`config.mk`:
```
export PLATFORM = sky130hd
export DESIGN_NAME = alu_decode_stage_flat
export DESIGN_NICKNAME = d
export VERILOG_FILES = /design/src/rtl/alu_pkg.sv /design/src/rtl/alu_decode_stage_if.sv /design/src/rtl/alu_decode_stage_tbl.sv /design/src/rtl/alu_decode_stage.sv /design/src/flat_wrapper.sv
export SDC_FILE = /design/constraint.sdc
export NUM_CORES = 1
export LEC_CHECK = 0
export BUFFER_PORTS_ARGS = -buffer_cell sky130_fd_sc_hd__buf_2
export CAP_MARGIN = 5
export CORE_MARGIN = 2
export CORE_UTILIZATION = 50
export CTS_CLUSTER_DIAMETER = 150
export DETAILED_ROUTE_END_ITERATION = 10
export HOLD_SLACK_MARGIN = 0.06
export PLACE_DENSITY = 0.88
export SYNTH_ARGS = -nofsm -noshare
export SYNTH_HDL_FRONTEND = slang
export SYNTH_SLANG_ARGS = --single-unit
```
`constraint.sdc`:
```
create_clock -name clk -period 1.7 [get_ports clk]
set_clock_uncertainty 0.1 [all_clocks]
set_input_delay 0.085 -clock clk [delete_from_list [all_inputs] [get_ports clk]]
set_output_delay 0.085 -clock clk [all_outputs]
set_load 0.01 [all_outputs]
```
`src/rtl/alu_pkg.sv`:
```
// Shared encodings for the ALU-control decode stage: alucontrol values,
// main-decoder aluop classes, R-type funct codes and the stage FSM states.
package alu_pkg;

  localparam logic [3:0] ALU_AND  = 4'b0000;
  localparam logic [3:0] ALU_OR   = 4'b0001;
  localparam logic [3:0] ALU_ADD  = 4'b0010;
  localparam logic [3:0] ALU_BLT  = 4'b0101;
  localparam logic [3:0] ALU_SUB  = 4'b0110;
  localparam logic [3:0] ALU_SLT  = 4'b0111;
  localparam logic [3:0] ALU_SLL  = 4'b1000;
  localparam logic [3:0] ALU_LI   = 4'b1001;
  localparam logic [3:0] ALU_LUI  = 4'b1011;
  localparam logic [3:0] ALU_NOR  = 4'b1100;
  localparam logic [3:0] ALU_MULT = 4'b1101;
  localparam logic [3:0] ALU_MIX  = 4'b1110;
  localparam logic [3:0] ALU_DIV  = 4'b1111;

  localparam logic [2:0] AOP_ADD = 3'b000;
  localparam logic [2:0] AOP_SUB = 3'b001;
  localparam logic [2:0] AOP_LUI = 3'b011;
  localparam logic [2:0] AOP_BLT = 3'b110;
  localparam logic [2:0] AOP_LI  = 3'b111;

  localparam logic [5:0] F_ADD  = 6'b100000;
  localparam logic [5:0] F_SUB  = 6'b100010;
  localparam logic [5:0] F_AND  = 6'b100100;
  localparam logic [5:0] F_OR   = 6'b100101;
  localparam logic [5:0] F_SLT  = 6'b101010;
  localparam logic [5:0] F_NOR  = 6'b100111;
  localparam logic [5:0] F_SLL  = 6'b000000;
  localparam logic [5:0] F_MIX  = 6'b110011;
  localparam logic [5:0] F_MULT = 6'b011000;
  localparam logic [5:0] F_DIV  = 6'b011010;

  typedef enum logic [1:0] {
    S_IDLE = 2'd0,
    S_OUT  = 2'd1,
    S_MC   = 2'd2
  } state_t;

endpackage

```
`src/rtl/alu_decode_stage_if.sv`:
```
// Handshake bundle between ID (master) and the decode stage (slave);
// the EX-side out_* signals travel in the same bundle.
interface alu_decode_stage_if #(
  parameter int FUNCT_W = 6,
  parameter int AOP_W   = 3,
  parameter int CTRL_W  = 4
) ();
  logic               in_valid;
  logic               in_ready;
  logic [AOP_W-1:0]   aluop;
  logic [FUNCT_W-1:0] funct;
  logic               out_valid;
  logic               out_ready;
  logic [CTRL_W-1:0]  alucontrol;
  logic               illegal;
  logic               multicycle;
  logic               busy;

  modport master (
    output in_valid, aluop, funct, out_ready,
    input  in_ready, out_valid, alucontrol, illegal, multicycle, busy
  );

  modport slave (
    input  in_valid, aluop, funct, out_ready,
    output in_ready, out_valid, alucontrol, illegal, multicycle, busy
  );
endinterface

```
`src/rtl/alu_decode_stage_tbl.sv`:
```
// Pure combinational ALU-control table: {aluop, funct} -> {alucontrol, illegal, mc}.
// Unknown R-type funct yields alucontrol 0 with illegal set, never X.
module alu_decode_tbl
  import alu_pkg::*;
#(
  parameter int FUNCT_W = 6,
  parameter int AOP_W   = 3,
  parameter int CTRL_W  = 4
) (
  input  logic [AOP_W-1:0]   i_aluop,
  input  logic [FUNCT_W-1:0] i_funct,
  output logic [CTRL_W-1:0]  o_ctrl,
  output logic               o_illegal,
  output logic               o_mc
);

  // fixed-class aluops first, everything else falls through to the funct table
  always_comb begin
    o_ctrl    = CTRL_W'(ALU_AND);
    o_illegal = 1'b0;
    o_mc      = 1'b0;
    case (i_aluop)
      AOP_W'(AOP_ADD): o_ctrl = CTRL_W'(ALU_ADD);
      AOP_W'(AOP_SUB): o_ctrl = CTRL_W'(ALU_SUB);
      AOP_W'(AOP_LUI): o_ctrl = CTRL_W'(ALU_LUI);
      AOP_W'(AOP_BLT): o_ctrl = CTRL_W'(ALU_BLT);
      AOP_W'(AOP_LI):  o_ctrl = CTRL_W'(ALU_LI);
      default: begin
        case (i_funct)
          FUNCT_W'(F_ADD): o_ctrl = CTRL_W'(ALU_ADD);
          FUNCT_W'(F_SUB): o_ctrl = CTRL_W'(ALU_SUB);
          FUNCT_W'(F_AND): o_ctrl = CTRL_W'(ALU_AND);
          FUNCT_W'(F_OR):  o_ctrl = CTRL_W'(ALU_OR);
          FUNCT_W'(F_SLT): o_ctrl = CTRL_W'(ALU_SLT);
          FUNCT_W'(F_NOR): o_ctrl = CTRL_W'(ALU_NOR);
          FUNCT_W'(F_SLL): o_ctrl = CTRL_W'(ALU_SLL);
          FUNCT_W'(F_MIX): o_ctrl = CTRL_W'(ALU_MIX);
          FUNCT_W'(F_MULT): begin
            o_ctrl = CTRL_W'(ALU_MULT);
            o_mc   = 1'b1;
          end
          FUNCT_W'(F_DIV): begin
            o_ctrl = CTRL_W'(ALU_DIV);
            o_mc   = 1'b1;
          end
          default: begin
            o_ctrl    = CTRL_W'(ALU_AND);
            o_illegal = 1'b1;
          end
        endcase
      end
    endcase
  end

endmodule

```
`src/rtl/alu_decode_stage.sv`:
```
// Registered ALU-control decode stage between ID and EX with valid/ready
// handshake and mult/div stall sequencing. Optional ALU_DECODE_PERF_EN adds perf counters.
module alu_decode_stage
  import alu_pkg::*;
#(
  parameter int FUNCT_W = 6,
  parameter int AOP_W   = 3,
  parameter int CTRL_W  = 4,
  parameter int MC_LAT  = 4
) (
  input  logic               clk,
  input  logic               reset,
  input  logic               flush,
  alu_decode_stage_if.slave  bus
`ifdef ALU_DECODE_PERF_EN
  ,
  output logic [31:0]        perf_ops,
  output logic [31:0]        perf_stall
`endif
);

  localparam int CNT_W = $clog2(MC_LAT + 1);

  state_t              r_state;
  state_t              w_state_nxt;
  logic [CNT_W-1:0]    r_cnt;
  logic [CNT_W-1:0]    w_cnt_nxt;
  logic [CTRL_W-1:0]   r_ctrl;
  logic                r_illegal;
  logic                r_mc;
  logic                w_in_ready;
  logic                w_accept;
  logic                w_load;
  logic                w_out_valid;
  logic [CTRL_W-1:0]   w_tbl_ctrl;
  logic                w_tbl_illegal;
  logic                w_tbl_mc;

  alu_decode_tbl #(
    .FUNCT_W (FUNCT_W),
    .AOP_W   (AOP_W),
    .CTRL_W  (CTRL_W)
  ) u_tbl (
    .i_aluop   (bus.aluop),
    .i_funct   (bus.funct),
    .o_ctrl    (w_tbl_ctrl),
    .o_illegal (w_tbl_illegal),
    .o_mc      (w_tbl_mc)
  );

  // ready per state; in S_OUT a slot frees only when EX takes the held op
  always_comb begin
    w_in_ready = 1'b0;
    case (r_state)
      S_IDLE:  w_in_ready = 1'b1;
      S_OUT:   w_in_ready = bus.out_ready;
      S_MC:    w_in_ready = 1'b0;
      default: w_in_ready = 1'b0;
    endcase
  end

  assign w_accept = bus.in_valid && w_in_ready;

  // next state, countdown and load enable
  always_comb begin
    w_state_nxt = r_state;
    w_cnt_nxt   = r_cnt;
    w_load      = 1'b0;
    case (r_state)
      S_IDLE, S_OUT: begin
        if (w_accept) begin
          w_load = 1'b1;
          if (w_tbl_mc) begin
            w_state_nxt = S_MC;
            w_cnt_nxt   = CNT_W'(MC_LAT - 1);
          end else begin
            w_state_nxt = S_OUT;
          end
        end else if (r_state == S_OUT && !bus.out_ready) begin
          w_state_nxt = S_OUT;
        end else begin
          w_state_nxt = S_IDLE;
        end
      end
      S_MC: begin
        if (r_cnt == '0) begin
          w_state_nxt = S_OUT;
        end else begin
          w_cnt_nxt = r_cnt - CNT_W'(1);
        end
      end
      default: begin
        w_state_nxt = S_IDLE;
        w_cnt_nxt   = '0;
      end
    endcase
  end

  // state, countdown and output registers; flush drops whatever is held
  always_ff @(posedge clk) begin
    if (reset || flush) begin
      r_state   <= S_IDLE;
      r_cnt     <= '0;
      r_ctrl    <= '0;
      r_illegal <= 1'b0;
      r_mc      <= 1'b0;
    end else begin
      r_state <= w_state_nxt;
      r_cnt   <= w_cnt_nxt;
      if (w_load) begin
        r_ctrl    <= w_tbl_ctrl;
        r_illegal <= w_tbl_illegal;
        r_mc      <= w_tbl_mc;
      end
    end
  end

  assign w_out_valid    = (r_state == S_OUT);
  assign bus.in_ready   = w_in_ready;
  assign bus.out_valid  = w_out_valid;
  assign bus.busy       = (r_state == S_MC);
  assign bus.alucontrol = r_ctrl;
  assign bus.illegal    = r_illegal;
  assign bus.multicycle = r_mc;

`ifdef ALU_DECODE_PERF_EN
  logic [31:0] r_perf_ops;
  logic [31:0] r_perf_stall;

  // counters survive flush and wrap naturally
  always_ff @(posedge clk) begin
    if (reset) begin
      r_perf_ops   <= 32'd0;
      r_perf_stall <= 32'd0;
    end else begin
      if (w_out_valid && bus.out_ready) begin
        r_perf_ops <= r_perf_ops + 32'd1;
      end
      if (bus.in_valid && !w_in_ready) begin
        r_perf_stall <= r_perf_stall + 32'd1;
      end
    end
  end

  assign perf_ops   = r_perf_ops;
  assign perf_stall = r_perf_stall;
`endif

endmodule

```
`src/flat_wrapper.sv`:
```
// flat-port wrapper written by rule: the top's interface ports become plain ports
module alu_decode_stage_flat import alu_pkg::*;
#(
  parameter int FUNCT_W = 6,
  parameter int AOP_W   = 3,
  parameter int CTRL_W  = 4,
  parameter int MC_LAT  = 4
)
  (clk, reset, flush, bus_in_valid, bus_aluop, bus_funct, bus_out_ready, bus_in_ready, bus_out_valid, bus_alucontrol, bus_illegal, bus_multicycle, bus_busy);
  alu_decode_stage_if #(.FUNCT_W(FUNCT_W), .AOP_W(AOP_W), .CTRL_W(CTRL_W)) bus_i ();
  input  logic clk;
  input  logic reset;
  input  logic flush;
  input wire logic [$bits(bus_i.in_valid)-1:0] bus_in_valid;
  input wire logic [$bits(bus_i.aluop)-1:0] bus_aluop;
  input wire logic [$bits(bus_i.funct)-1:0] bus_funct;
  input wire logic [$bits(bus_i.out_ready)-1:0] bus_out_ready;
  output wire logic [$bits(bus_i.in_ready)-1:0] bus_in_ready;
  output wire logic [$bits(bus_i.out_valid)-1:0] bus_out_valid;
  output wire logic [$bits(bus_i.alucontrol)-1:0] bus_alucontrol;
  output wire logic [$bits(bus_i.illegal)-1:0] bus_illegal;
  output wire logic [$bits(bus_i.multicycle)-1:0] bus_multicycle;
  output wire logic [$bits(bus_i.busy)-1:0] bus_busy;
  assign bus_i.in_valid = bus_in_valid;
  assign bus_i.aluop = bus_aluop;
  assign bus_i.funct = bus_funct;
  assign bus_i.out_ready = bus_out_ready;
  assign bus_in_ready = bus_i.in_ready;
  assign bus_out_valid = bus_i.out_valid;
  assign bus_alucontrol = bus_i.alucontrol;
  assign bus_illegal = bus_i.illegal;
  assign bus_multicycle = bus_i.multicycle;
  assign bus_busy = bus_i.busy;
  alu_decode_stage #(.FUNCT_W(FUNCT_W), .AOP_W(AOP_W), .CTRL_W(CTRL_W), .MC_LAT(MC_LAT)) u_core (.clk(clk), .reset(reset), .flush(flush), .bus(bus_i));
endmodule
```
==> metrics.md <==
| Metric | Value |
|---|---|
| CP max stage cell | `or3_1` |
| Largest net degree at the start of global routing | `11` |
| DR vias | `904` |
| CTS buffer count | `3` |
| Clk slew on worst S/H paths | `0.07 ns` |
| Initial antenna violation count | `0` |
| Clock Latency Late Sink | `0.28 ns` |
| Max Clk Rate | `635 MHz` |
| Root buffer cell | `clkbuf_4` |
| Layout cells sized above 1 | `25.0%` |
| Slew margin rel. | `65.9%` |
| Post-CTS Setup Inserts | `0` |
| Row count | `14` |
| P_leak | `0.400 nW` |
| MaxCap Viol Count | `0` |
| Maximum clock insertion buffer count | `2` |
| Final Non-Filler Cells | `around 150` |
| Largest cells by area after synthesis | `dfxtp_1, a21oi_1, a311oi_1, nor2_1, inv_1` |
| Seq/Total Area, Yosys | `a little over a quarter` |
| Asr flop ratio synth | `0%` |
| Final setup vio count | `0` |
| Post-synth top area cell | `dfxtp_1` |
| Tcrit/Tclk final | `92.7%` |
| Status | `completed` |
| Fin. max-slew vios | `0` |
| Synth unique cells | `42` |
| Post-synth EDFFs | `0` |
| Die X-Extent | `approximately 45 um` |
| CP Class | `reg2reg` |
| R2R setup slack | `0.12 ns` |
| Worst EP required | `1.76 ns` |
| Global-route wire length before repair | `around 3.5 mm` |
| Crit path largest cell delay | `0.43 ns` |
| CP Buf/Inv Count | `0` |
| Post-route ant nets | `0` |
| DRT iter0 DRCs | `35` |
| Ant diodes | `0` |
| Clock Sinks | `11` |
| WL/cell | `13.9 um` |
| Die ar. | `0.00199 mm2` |
| Startpoint Class | `register` |
| CP endpoint kind | `register` |
| Seq cells post-synth | `11` |
| Top cell type's share of synthesized area | `between 20% and 30%` |
| Worst-path fanout max | `6` |
| Vias in the first global route | `792` |
| PnR Total Power | `approximately 570 uW` |
| Placed cells | `142` |
| CTS tree | `done` |
| GPL Wtd Cong | `0.865` |
| Worst-Margin Slew | `0.510 ns` |
| Pwr per Cell Area | `578 mW/mm2` |
| Post-DP HPWL | `1.59 mm` |
| Die H | `44.6 um` |
| PortBufs | `22` |
| Drt first pass iters | `4` |
| Crit path cell chain | `nor2b_1, or3_1, a221oi_1, a21oi_1` |
| Mapped cell area | `825 um2` |
| FILL cells | `140` |
| Io pins | `23` |
| H-tree levels | `1` |
| Main flop type after synthesis | `dfxtp_1` |
| Total Wirelength | `2.05 mm` |
| Initial core utilization | `54.1%` |
| Routed vias/inst | `6.11` |
| Final hold vios | `0` |
| Mapped Nets | `124` |
| Yosys warns | `0` |
| Setup TNS | `0 ns` |
| Commonest non-fill, non-tap cell in the layout | `buf_2` |
| Cell count after synthesis | `108` |
| Nets | `roughly 150` |
| Most frequent cells in the layout | `buf_2, a21oi_1, dfxtp_1` |
| P&R area growth vs syn | `19.1%` |
| Syn Area/Cell | `7.63 um2` |
| Hold WC Path Type | `in2reg` |
| Worst EP arrival | `1.63 ns` |
| Congestion Overflow GR | `0` |
| Cell family with most CP delay | `simple AND/OR/NAND/NOR gates` |
| Total track usage | `about a quarter` |
| Max IR drop VDD | `0.358 mV` |
| RSZ-0062 raised after global routing | `no` |
| Final Critical Period | `1.58 ns` |
| CORE AREA | `around 0.0015 mm2` |
| DRC | `0` |
## worst paths after layout
kind                                      start                               endpoint  depth (start not counted)
max reg2reg      u_core.r_state[0]$_SDFFE_PP0P_  u_core.bus.alucontrol[3]$_SDFFE_PP0P_                          4
min                                bus_funct[3]  u_core.bus.alucontrol[3]$_SDFFE_PP0P_                          3
max              u_core.r_state[0]$_SDFFE_PP0P_  u_core.bus.alucontrol[3]$_SDFFE_PP0P_                          4
min reg2reg  u_core.bus.multicycle$_SDFFE_PP0P_     u_core.bus.multicycle$_SDFFE_PP0P_                          2
## metal layers
layer  GRT usage, %  share of wire (%)
met2           38.0                 49
met3           7.35                5.5
met4           6.67               0.54
met1           31.0                 45
met5              0                  0
## worst reg2reg max path, stage by stage, from the launching register on
cell and delay (ns):
dfxtp_1 0.33, nor2b_1 0.18, or3_1 0.43, a221oi_1 0.29, a21oi_1 0.12
## sequential cells by signal, summed over array words and instances, names as in the netlist
name	cells
u_core.bus.illegal	1
u_core.bus.multicycle	1
u_core.r_state	2
u_core.bus.alucontrol	4
u_core.r_cnt	3
## where the power goes
group,internal [mW],switching [mW]
clock network,0.0874,0.0963
logic,0.0490,0.0688
registers,0.263,0.00303
total,0.400,0.168
## metrics by stage
step	setup WS [ns]	util, %	hold slack, ns	cell area [um2]
2_1_floorplan	0.212	-	0.165	825
3_3_place_gp	0.145	61.2	0.294	933
3_5_place_dp	0.113	61.2	0.293	933
4_1_cts	0.0892	64.4	0.0671	981
5_1_grt	0.0257	64.4	0.0954	982
6_report	0.124	64.4	0.0809	982
## layout make-up
class,count,area [um2],area share [%]
Clock buffer,3,22.5,2.29
Clock inverter,1,5.00,0.510
Inverter,9,33.8,3.44
Multi-Input combinational cell,83,542,55.2
Sequential cell,11,221,22.5
Tap cell,16,20.0,2.04
Timing Repair Buffer,25,138,14.0
## cell usage after synthesis (3+ instances only)
library cell and instances:
inv_1 8, a21oi_1 12, nand3_1 4, a211oi_1 3, nor2b_1 3, nand2_1 6
o31ai_1 3, o21ai_0 4, nor2_1 9, dfxtp_1 11, a311oi_1 4
## what timing repair did
action	CTS	global route
resized for setup	0	1
endpoints found under the setup margin	0	1
hold endpoints to repair	4	0
hold buffers	2	0
## logic make-up (layout without fill, tap and decap cells)
kind of cell / count (synthesis) / in the layout / synth area share, %
flops: 11 / 11 / 26.7
mux: 2 / 2 / 2.43
compound gates: 37 / 37 / 30.5
xor+xnor: 1 / 1 / 1.06
simple gates: 41 / 41 / 28.7
buf+inv: 14 / 38 / 7.59
fa+ha+maj: 2 / 2 / 3.03
Power figures use the tool's default switching activity.
